`src/rtl/keypad_display_ctrl_if.sv`:
```
// rtl/keypad_display_ctrl_if.sv - pin-side bundle between keypad/display pins and the controller
//
// Purpose : groups the keypad matrix and 7-seg display pins into one bundle.
// Signals : row_keys   raw keypad rows, active-low
//           col_keys   column drive, active-low one-hot
//           key_valid  one-cycle pulse per accepted press
//           key_code   hex value of the last accepted key
//           digits     key history, [3:0] newest
//           control    digit enables, active-low one-hot
//           seg        segments {g,f,e,d,c,b,a}, active-low
// Modports: master = board/pin side, slave = controller side.
interface keypad_display_ctrl_if #(
   parameter int NUM_ROWS   = 4,
   parameter int NUM_COLS   = 4,
   parameter int NUM_DIGITS = 2
);
   logic [NUM_ROWS-1:0]     row_keys;
   logic [NUM_COLS-1:0]     col_keys;
   logic                    key_valid;
   logic [3:0]              key_code;
   logic [4*NUM_DIGITS-1:0] digits;
   logic [NUM_DIGITS-1:0]   control;
   logic [6:0]              seg;

   modport master (
      output row_keys,
      input  col_keys, key_valid, key_code, digits, control, seg
   );

   modport slave (
      input  row_keys,
      output col_keys, key_valid, key_code, digits, control, seg
   );
endinterface

```
`src/rtl/keypad_display_ctrl.sv`:
```
// rtl/keypad_display_ctrl.sv - keypad scanner/debouncer with multiplexed 7-seg history display
//
// Purpose : scans a NUM_ROWS x NUM_COLS keypad, debounces press and release, maps each
//           accepted key through KEYMAP and shifts it into a NUM_DIGITS-deep history that
//           is time-multiplexed onto one shared 7-seg bus.
// Ports   : clk    system clock
//           reset  asynchronous, active-low
//           pins   keypad_display_ctrl_if.slave (row_keys in; col_keys, key_valid,
//                  key_code, digits, control, seg out)
module keypad_display_ctrl #(
   parameter int          NUM_ROWS     = 4,
   parameter int          NUM_COLS     = 4,
   parameter int          NUM_DIGITS   = 2,
   parameter int          SCAN_DIV     = 48000,
   parameter int          DEBOUNCE_CYC = 960000,
   parameter int          REFRESH_DIV  = 24000,
   parameter logic [63:0] KEYMAP       = 64'hDF0E_C987_B654_A321
) (
   input  logic                 clk,
   input  logic                 reset,
   keypad_display_ctrl_if.slave pins
);
   localparam int RW  = (NUM_ROWS > 1)   ? $clog2(NUM_ROWS)   : 1;
   localparam int CW  = (NUM_COLS > 1)   ? $clog2(NUM_COLS)   : 1;
   localparam int DW  = (NUM_DIGITS > 1) ? $clog2(NUM_DIGITS) : 1;
   localparam int SCW = $clog2(SCAN_DIV + 1);
   localparam int DBW = $clog2(DEBOUNCE_CYC + 1);
   localparam int RFW = $clog2(REFRESH_DIV + 1);
   localparam int DGW = 4 * NUM_DIGITS;

   localparam logic [NUM_COLS-1:0]   ONE_COL   = NUM_COLS'(1);
   localparam logic [NUM_DIGITS-1:0] ONE_DIGIT = NUM_DIGITS'(1);

   typedef enum logic [1:0] {SCAN, DEBOUNCE, HELD, RELEASE} state_t;

   state_t              state_q, state_d;
   logic [NUM_ROWS-1:0] rows_m_q, rows_m_d;
   logic [NUM_ROWS-1:0] rows_s_q, rows_s_d;
   logic [CW-1:0]       col_q, col_d;
   logic [SCW-1:0]      scan_cnt_q, scan_cnt_d;
   logic [DBW-1:0]      deb_cnt_q, deb_cnt_d;
   logic [RW-1:0]       row_q, row_d;
   logic                key_valid_q, key_valid_d;
   logic [3:0]          key_code_q, key_code_d;
   logic [DGW-1:0]      digits_q, digits_d;
   logic [RFW-1:0]      ref_cnt_q, ref_cnt_d;
   logic [DW-1:0]       sel_q, sel_d;
   logic [NUM_DIGITS-1:0] control_q, control_d;
   logic [6:0]          seg_q, seg_d;

   logic [RW-1:0]       low_row;
   logic                row_low;
   logic [3:0]          key_idx;
   logic [3:0]          key_val;
   logic [DGW+3:0]      shifted;

   function automatic logic [6:0] hex_to_seg(input logic [3:0] v);
      case (v)
         4'h0:    hex_to_seg = 7'b1000000;
         4'h1:    hex_to_seg = 7'b1111001;
         4'h2:    hex_to_seg = 7'b0100100;
         4'h3:    hex_to_seg = 7'b0110000;
         4'h4:    hex_to_seg = 7'b0011001;
         4'h5:    hex_to_seg = 7'b0010010;
         4'h6:    hex_to_seg = 7'b0000010;
         4'h7:    hex_to_seg = 7'b1111000;
         4'h8:    hex_to_seg = 7'b0000000;
         4'h9:    hex_to_seg = 7'b0010000;
         4'hA:    hex_to_seg = 7'b0001000;
         4'hB:    hex_to_seg = 7'b0000011;
         4'hC:    hex_to_seg = 7'b1000110;
         4'hD:    hex_to_seg = 7'b0100001;
         4'hE:    hex_to_seg = 7'b0000110;
         default: hex_to_seg = 7'b0001110;
      endcase
   endfunction

   always_ff @(posedge clk or negedge reset) begin
      if (!reset) begin
         state_q     <= SCAN;
         rows_m_q    <= '1;       // released keypad reads all-high
         rows_s_q    <= '1;
         col_q       <= '0;
         scan_cnt_q  <= '0;
         deb_cnt_q   <= '0;
         row_q       <= '0;
         key_valid_q <= 1'b0;
         key_code_q  <= '0;
         digits_q    <= '0;
         ref_cnt_q   <= '0;
         sel_q       <= '0;
         control_q   <= ~ONE_DIGIT;
         seg_q       <= 7'b1000000;
      end else begin
         state_q     <= state_d;
         rows_m_q    <= rows_m_d;
         rows_s_q    <= rows_s_d;
         col_q       <= col_d;
         scan_cnt_q  <= scan_cnt_d;
         deb_cnt_q   <= deb_cnt_d;
         row_q       <= row_d;
         key_valid_q <= key_valid_d;
         key_code_q  <= key_code_d;
         digits_q    <= digits_d;
         ref_cnt_q   <= ref_cnt_d;
         sel_q       <= sel_d;
         control_q   <= control_d;
         seg_q       <= seg_d;
      end
   end

   // Keypad: synchroniser, scan/debounce FSM and history shift.
   always_comb begin
      rows_m_d    = pins.row_keys;
      rows_s_d    = rows_m_q;
      state_d     = state_q;
      col_d       = col_q;
      scan_cnt_d  = scan_cnt_q;
      deb_cnt_d   = deb_cnt_q;
      row_d       = row_q;
      key_valid_d = 1'b0;
      key_code_d  = key_code_q;
      digits_d    = digits_q;

      // Iterate downward so the lowest-index low row is the one left in low_row.
      low_row = '0;
      for (int r = NUM_ROWS - 1; r >= 0; r--) begin
         if (!rows_s_q[r]) low_row = RW'(r);
      end

      // col_q stays frozen outside SCAN, so it doubles as the latched column.
      row_low = ~rows_s_q[row_q];
      key_idx = 4'(int'(row_q) * NUM_COLS + int'(col_q));
      key_val = KEYMAP[{key_idx, 2'b00} +: 4];
      shifted = {digits_q, key_val};

      case (state_q)
         SCAN: begin
            if (rows_s_q != '1) begin
               row_d     = low_row;
               deb_cnt_d = '0;
               state_d   = DEBOUNCE;
            end else if (scan_cnt_q == SCW'(SCAN_DIV - 1)) begin
               scan_cnt_d = '0;
               col_d      = (col_q == CW'(NUM_COLS - 1)) ? '0 : col_q + 1'b1;
            end else begin
               scan_cnt_d = scan_cnt_q + 1'b1;
            end
         end
         DEBOUNCE: begin
            if (!row_low) begin
               state_d = SCAN;
            end else if (deb_cnt_q == DBW'(DEBOUNCE_CYC - 1)) begin
               key_valid_d = 1'b1;
               key_code_d  = key_val;
               digits_d    = shifted[DGW-1:0];   // oldest digit falls off the top
               state_d     = HELD;
            end else begin
               deb_cnt_d = deb_cnt_q + 1'b1;
            end
         end
         HELD: begin
            if (!row_low) begin
               deb_cnt_d = '0;
               state_d   = RELEASE;
            end
         end
         default: begin   // RELEASE
            if (row_low) begin
               state_d = HELD;
            end else if (deb_cnt_q == DBW'(DEBOUNCE_CYC - 1)) begin
               state_d = SCAN;
            end else begin
               deb_cnt_d = deb_cnt_q + 1'b1;
            end
         end
      endcase
   end

   // Display: control and seg change together, only at the slot boundary, so a
   // history update appears on the next lit slot.
   always_comb begin
      ref_cnt_d = ref_cnt_q + 1'b1;
      sel_d     = sel_q;
      control_d = control_q;
      seg_d     = seg_q;
      if (ref_cnt_q == RFW'(REFRESH_DIV - 1)) begin
         ref_cnt_d = '0;
         sel_d     = (sel_q == DW'(NUM_DIGITS - 1)) ? '0 : sel_q + 1'b1;
         control_d = ~(ONE_DIGIT << sel_d);
         seg_d     = hex_to_seg(digits_q[{sel_d, 2'b00} +: 4]);
      end
   end

   assign pins.col_keys  = ~(ONE_COL << col_q);
   assign pins.key_valid = key_valid_q;
   assign pins.key_code  = key_code_q;
   assign pins.digits    = digits_q;
   assign pins.control   = control_q;
   assign pins.seg       = seg_q;
endmodule

```
`src/flat_wrapper.sv`:
```
// flat-port wrapper written by rule: the top's interface ports become plain ports
module keypad_display_ctrl_flat 
#(
   parameter int          NUM_ROWS     = 4,
   parameter int          NUM_COLS     = 4,
   parameter int          NUM_DIGITS   = 2,
   parameter int          SCAN_DIV     = 48000,
   parameter int          DEBOUNCE_CYC = 960000,
   parameter int          REFRESH_DIV  = 24000,
   parameter logic [63:0] KEYMAP       = 64'hDF0E_C987_B654_A321
)
  (clk, reset, pins_row_keys, pins_col_keys, pins_key_valid, pins_key_code, pins_digits, pins_control, pins_seg);
  keypad_display_ctrl_if #(.NUM_ROWS(NUM_ROWS), .NUM_COLS(NUM_COLS), .NUM_DIGITS(NUM_DIGITS)) pins_i ();
  input  logic clk;
  input  logic reset;
  input wire logic [$bits(pins_i.row_keys)-1:0] pins_row_keys;
  output wire logic [$bits(pins_i.col_keys)-1:0] pins_col_keys;
  output wire logic [$bits(pins_i.key_valid)-1:0] pins_key_valid;
  output wire logic [$bits(pins_i.key_code)-1:0] pins_key_code;
  output wire logic [$bits(pins_i.digits)-1:0] pins_digits;
  output wire logic [$bits(pins_i.control)-1:0] pins_control;
  output wire logic [$bits(pins_i.seg)-1:0] pins_seg;
  assign pins_i.row_keys = pins_row_keys;
  assign pins_col_keys = pins_i.col_keys;
  assign pins_key_valid = pins_i.key_valid;
  assign pins_key_code = pins_i.key_code;
  assign pins_digits = pins_i.digits;
  assign pins_control = pins_i.control;
  assign pins_seg = pins_i.seg;
  keypad_display_ctrl #(.NUM_ROWS(NUM_ROWS), .NUM_COLS(NUM_COLS), .NUM_DIGITS(NUM_DIGITS), .SCAN_DIV(SCAN_DIV), .DEBOUNCE_CYC(DEBOUNCE_CYC), .REFRESH_DIV(REFRESH_DIV), .KEYMAP(KEYMAP)) u_core (.clk(clk), .reset(reset), .pins(pins_i));
endmodule
```
`config.mk`:
```
export PLATFORM = sky130hd
export DESIGN_NAME = keypad_display_ctrl_flat
export DESIGN_NICKNAME = d
export VERILOG_FILES = /design/src/rtl/keypad_display_ctrl_if.sv /design/src/rtl/keypad_display_ctrl.sv /design/src/flat_wrapper.sv
export SDC_FILE = /design/constraint.sdc
export NUM_CORES = 1
export LEC_CHECK = 0
export ABC_AREA = 1
export CELL_PAD_IN_SITES_DETAIL_PLACEMENT = 1
export CELL_PAD_IN_SITES_GLOBAL_PLACEMENT = 2
export CORE_ASPECT_RATIO = 1.1
export CORE_MARGIN = 5
export CORE_UTILIZATION = 29
export CTS_BUF_LIST = sky130_fd_sc_hd__clkbuf_16
export CTS_CLUSTER_SIZE = 25
export DETAILED_ROUTE_END_ITERATION = 6
export PLACE_DENSITY = 0.76
export SLEW_MARGIN = 20
export SYNTH_ARGS = -nofsm -noshare
export SYNTH_HDL_FRONTEND = slang
export SYNTH_SLANG_ARGS = --single-unit
export TNS_END_PERCENT = 10
```
`constraint.sdc`:
```
create_clock -name clk -period 2.1 [get_ports clk]
set_input_delay 0.21 -clock clk [delete_from_list [all_inputs] [get_ports clk]]
set_output_delay 0.21 -clock clk [all_outputs]
set_load 0.02 [all_outputs]
```
==> run metrics <==
number of distinct standard cells referenced by the synthesized netlist 41; data arrival time of the worst path 1780 ps; Iter 0 DRT Violations 167; endpoints failing setup 0; Clock Tree Root sky130_fd_sc_hd__clkbuf_16; count of non-filler cells in the finished layout 871; growth of design area from synthesis to finish 18.6%; post-synthesis instance area 4820 um2; first-pass GRT wire length 22000 um; pin count of the biggest net entering global routing 84; per-cell via count in the routed design 4.79; final hold vios 0; Congestion Overflow GR 0; Tot Pwr 4.52 mW; clock insertion delay at the later pin of the skew report 340 ps; fin crit period 1990 ps; depth of the CTS H-tree 3; maximum vdd drop 641 uV; setup total negative slack 0 ps; initial antenna violation count 0; total core area 16400 um2; final clock period utilization by the worst path 94.6%; total die area 19300 um2; wire length after detailed routing 12500 um; Power Density 791 nW/um2; async set-or-reset flop fraction in the synthesized netlist 100%; Post-Place Cells 854; pre-CTS worst setup slack 157 ps; part of the power in registers 40.1%; horizontal die dimension 133 um; clock skew after layout 8.97 ps; leading register cell type out of synthesis sky130_fd_sc_hd__dfrtp_1; clock edge transition at the registers on the reported setup and hold paths 60 ps; number of maximum-capacitance violations 0; type of element capturing the critical path primary output; maximum clock path buffer count 2; share of total power in combinational logic 22.1%; CTS tree yes; warnings from Yosys 0; DRT antenna net count 0; Worst Max-Slew Pin Slew 494 ps; met1 GRT Util 16.1%; IO buf count 31; power share of the clock group 37.8%; standard-cell row count 49; number of instances in the synthesized netlist 625; most area-hungry cell type in the Yosys netlist sky130_fd_sc_hd__dfrtp_1; Switch Pwr 1.47 mW; count of fill cells added during filler insertion 1991; initial core utilization 29.5%; detailed placement HPWL 9390 um; slew margin rel. 66.8%; routed length per placed instance 14.3 um; Detailed Routing Iterations Pass 1 4; synth top area cells sky130_fd_sc_hd__dfrtp_1, sky130_fd_sc_hd__nand2_1, sky130_fd_sc_hd__nor2_1, sky130_fd_sc_hd__inv_1, sky130_fd_sc_hd__dfstp_2; area share of the leading cell type in the synthesized netlist 37.9%; part of the Yosys area used for sequential elements 43.3%; Sw Ratio 32.6%; synthesized netlist net count 645; startpoint type of the worst setup path register; post-route setup slack 114 ps; highest achievable clock rate 0.504 GHz; proportion of layout cells with a drive suffix above 1 10.8%; number of nets at the end of the flow 682; setup slack of the worst register-to-register path 210 ps; Chip Height 145 um; count of vias placed by the detailed router 4168; leakage power total 2.38 nW; max-slew violation count 0; number of diodes added for antenna fixing 0; average cell area after synthesis 7.71 um2; critical path class reg -> out; met3 Use GR 2.84%; flip-flop and latch count after synthesis 83; number of buffers added by the clock tree synthesis step 9; GR peak layer met2; met2 Use GR 24.8%; count of clock tree sinks 83; number of global-route vias before repair 4547; footprint of the multi-input gates 2330 um2; maximum fanout along the worst path 6; Post-synth EDFFs 0; DRC viols 0; Tightest Hold Check Type in -> reg; footprint of the flip-flops and latches 2090 um2; required time of the critical path 1890 ps; cell internal power dissipation 3.05 mW; final weighted congestion of routability-driven global placement 0.788; overall fraction of global-route tracks in use 13.7%; outcome complete, no violations; Ports 32; RSZ-0062 raised after global routing false
-- stage by stage --
| step | instance area (um2) | hold WS (ps) | util, % |
|---|---|---|---|
| final | 5720 | 269 | 34.9 |
| after global routing | 5720 | 266 | 34.9 |
| after global placement | 5380 | 288 | 32.9 |
| after CTS | 5700 | 256 | 34.8 |
| after floorplan | 4820 | -85.6 | - |
| after detailed placement | 5380 | 289 | 32.9 |
-- cell usage in the layout (no fill, tap or decap), drive strengths merged --
cell / instances
a21oi: 17
a31oi: 3
a41oi: 1
and2: 1
buf: 12
bufinv: 2
clkbuf: 9
clkdlybuf4s50: 30
clkinv: 3
clkinvlp: 2
dfrtp: 73
dfstp: 10
dlygate4sd3: 1
ha: 14
inv: 78
nand2: 154
nand3: 46
nand3b: 3
nand4: 15
nor2: 80
nor3: 15
nor3b: 1
nor4: 2
o211ai: 2
o21a: 1
o21ai: 65
o22ai: 3
or2: 3
xnor2: 3
xor2: 18
-- cell usage after synthesis (2+ instances only) --
cell type and number:
sky130_fd_sc_hd__nand2_1 147, sky130_fd_sc_hd__nor2_1 74, sky130_fd_sc_hd__dfrtp_1 73, sky130_fd_sc_hd__inv_1 73, sky130_fd_sc_hd__nand3_1 41, sky130_fd_sc_hd__o21ai_0 39
sky130_fd_sc_hd__o21ai_1 18, sky130_fd_sc_hd__xor2_1 18, sky130_fd_sc_hd__a21oi_1 16, sky130_fd_sc_hd__nand4_1 15, sky130_fd_sc_hd__ha_1 14, sky130_fd_sc_hd__nor3_1 14
sky130_fd_sc_hd__dfstp_2 10, sky130_fd_sc_hd__buf_4 8, sky130_fd_sc_hd__o21ai_2 8, sky130_fd_sc_hd__nand2_2 6, sky130_fd_sc_hd__nor2_4 5, sky130_fd_sc_hd__buf_2 4
sky130_fd_sc_hd__nand3_2 4, sky130_fd_sc_hd__a31oi_1 3, sky130_fd_sc_hd__clkbuf_1 3, sky130_fd_sc_hd__nand3b_1 3, sky130_fd_sc_hd__o22ai_1 3, sky130_fd_sc_hd__or2_2 3
sky130_fd_sc_hd__xnor2_1 3, sky130_fd_sc_hd__buf_6 2, sky130_fd_sc_hd__inv_2 2, sky130_fd_sc_hd__nor4_1 2, sky130_fd_sc_hd__o211ai_1 2
-- power groups by stage --
stage	clock, mW	combinational [mW]	sequential (mW)
CTS	1.76	1.02	1.82
global placement	0	0.977	1.84
global route	1.85	1.12	1.83
floorplan	0	0.771	1.79
detailed placement	0	1.01	1.85
finish	1.71	0.998	1.81
-- state kept, by name, indices dropped and copies added (netlist names), named ones only --
| name | flops |
|---|---|
| u_core.state_q | 1 |
| u_core.scan_cnt_q | 16 |
| u_core.pins.digits | 8 |
| u_core.pins.control | 2 |
| u_core.rows_s_q | 4 |
| u_core.row_q | 2 |
| u_core.ref_cnt_q | 15 |
| u_core.deb_cnt_q | 20 |
| u_core.pins.key_valid | 1 |
| u_core.pins.seg | 7 |
| u_core.col_q | 2 |
| u_core.rows_m_q | 4 |
-- logic make-up (layout without fill, tap and decap cells) --
kind of cell	count (synthesis)	after routing	synth area share, %
buffers and inverters	95	137	8.59
flip-flops	83	83	43.3
XOR/XNOR	21	21	3.82
AO/OA/AOI/OAI	92	92	10.6
adder cells (fa/ha/maj)	14	14	3.63
AND/OR/NAND/NOR	320	320	30.0
-- final cells by class --
cell class / instances / area share [%]
tap: 204 / 4.47
clock inverter: 7 / 1.60
inverter: 78 / 5.25
sequential: 83 / 36.6
clock buffer: 9 / 3.94
timing repair buffer: 43 / 7.44
multi-input combinational: 447 / 40.7
-- worst paths after layout --
kind	start	end	depth (start not counted)
setup / recovery	u_core.col_q[0]$_DFFE_PN0P_	pins_col_keys[0]	4
hold / removal	pins_row_keys[1]	u_core.rows_m_q[1]$_DFF_PN1_	1
setup reg to reg	u_core.deb_cnt_q[0]$_DFFE_PN0P_	u_core.deb_cnt_q[3]$_DFFE_PN0P_	10
hold reg to reg	u_core.rows_m_q[2]$_DFF_PN1_	u_core.rows_s_q[2]$_DFF_PN1_	0
max in group asynchronous	reset	u_core.pins.seg[6]$_DFFE_PN1N_	3
min in group asynchronous	reset	u_core.pins.seg[4]$_DFFE_PN0N_	3
-- metal layers --
metal  up-vias  wire, um  share of wire [%]
li1       2086         -                  -
met1      2040      5570                 45
met2        31      6480                 52
met3        11       259                2.1
met4         0       172                1.4
met5         -         0                  0
-- critical path, cell delays in order (launching register included) --
cell	delay, ps
sky130_fd_sc_hd__dfrtp_1	390
sky130_fd_sc_hd__inv_1	130
sky130_fd_sc_hd__ha_1	240
sky130_fd_sc_hd__inv_1	80
sky130_fd_sc_hd__clkdlybuf4s50_1	600
-- timing repair --
item,4_1_cts,5_1_grt
hold buffers,1,0
resized for setup,0,2
endpoints found under the hold margin,73,0
buffers inserted,0,0
endpoints found under the setup margin,0,4
No activity file was read; power rests on OpenSTA's default activity.
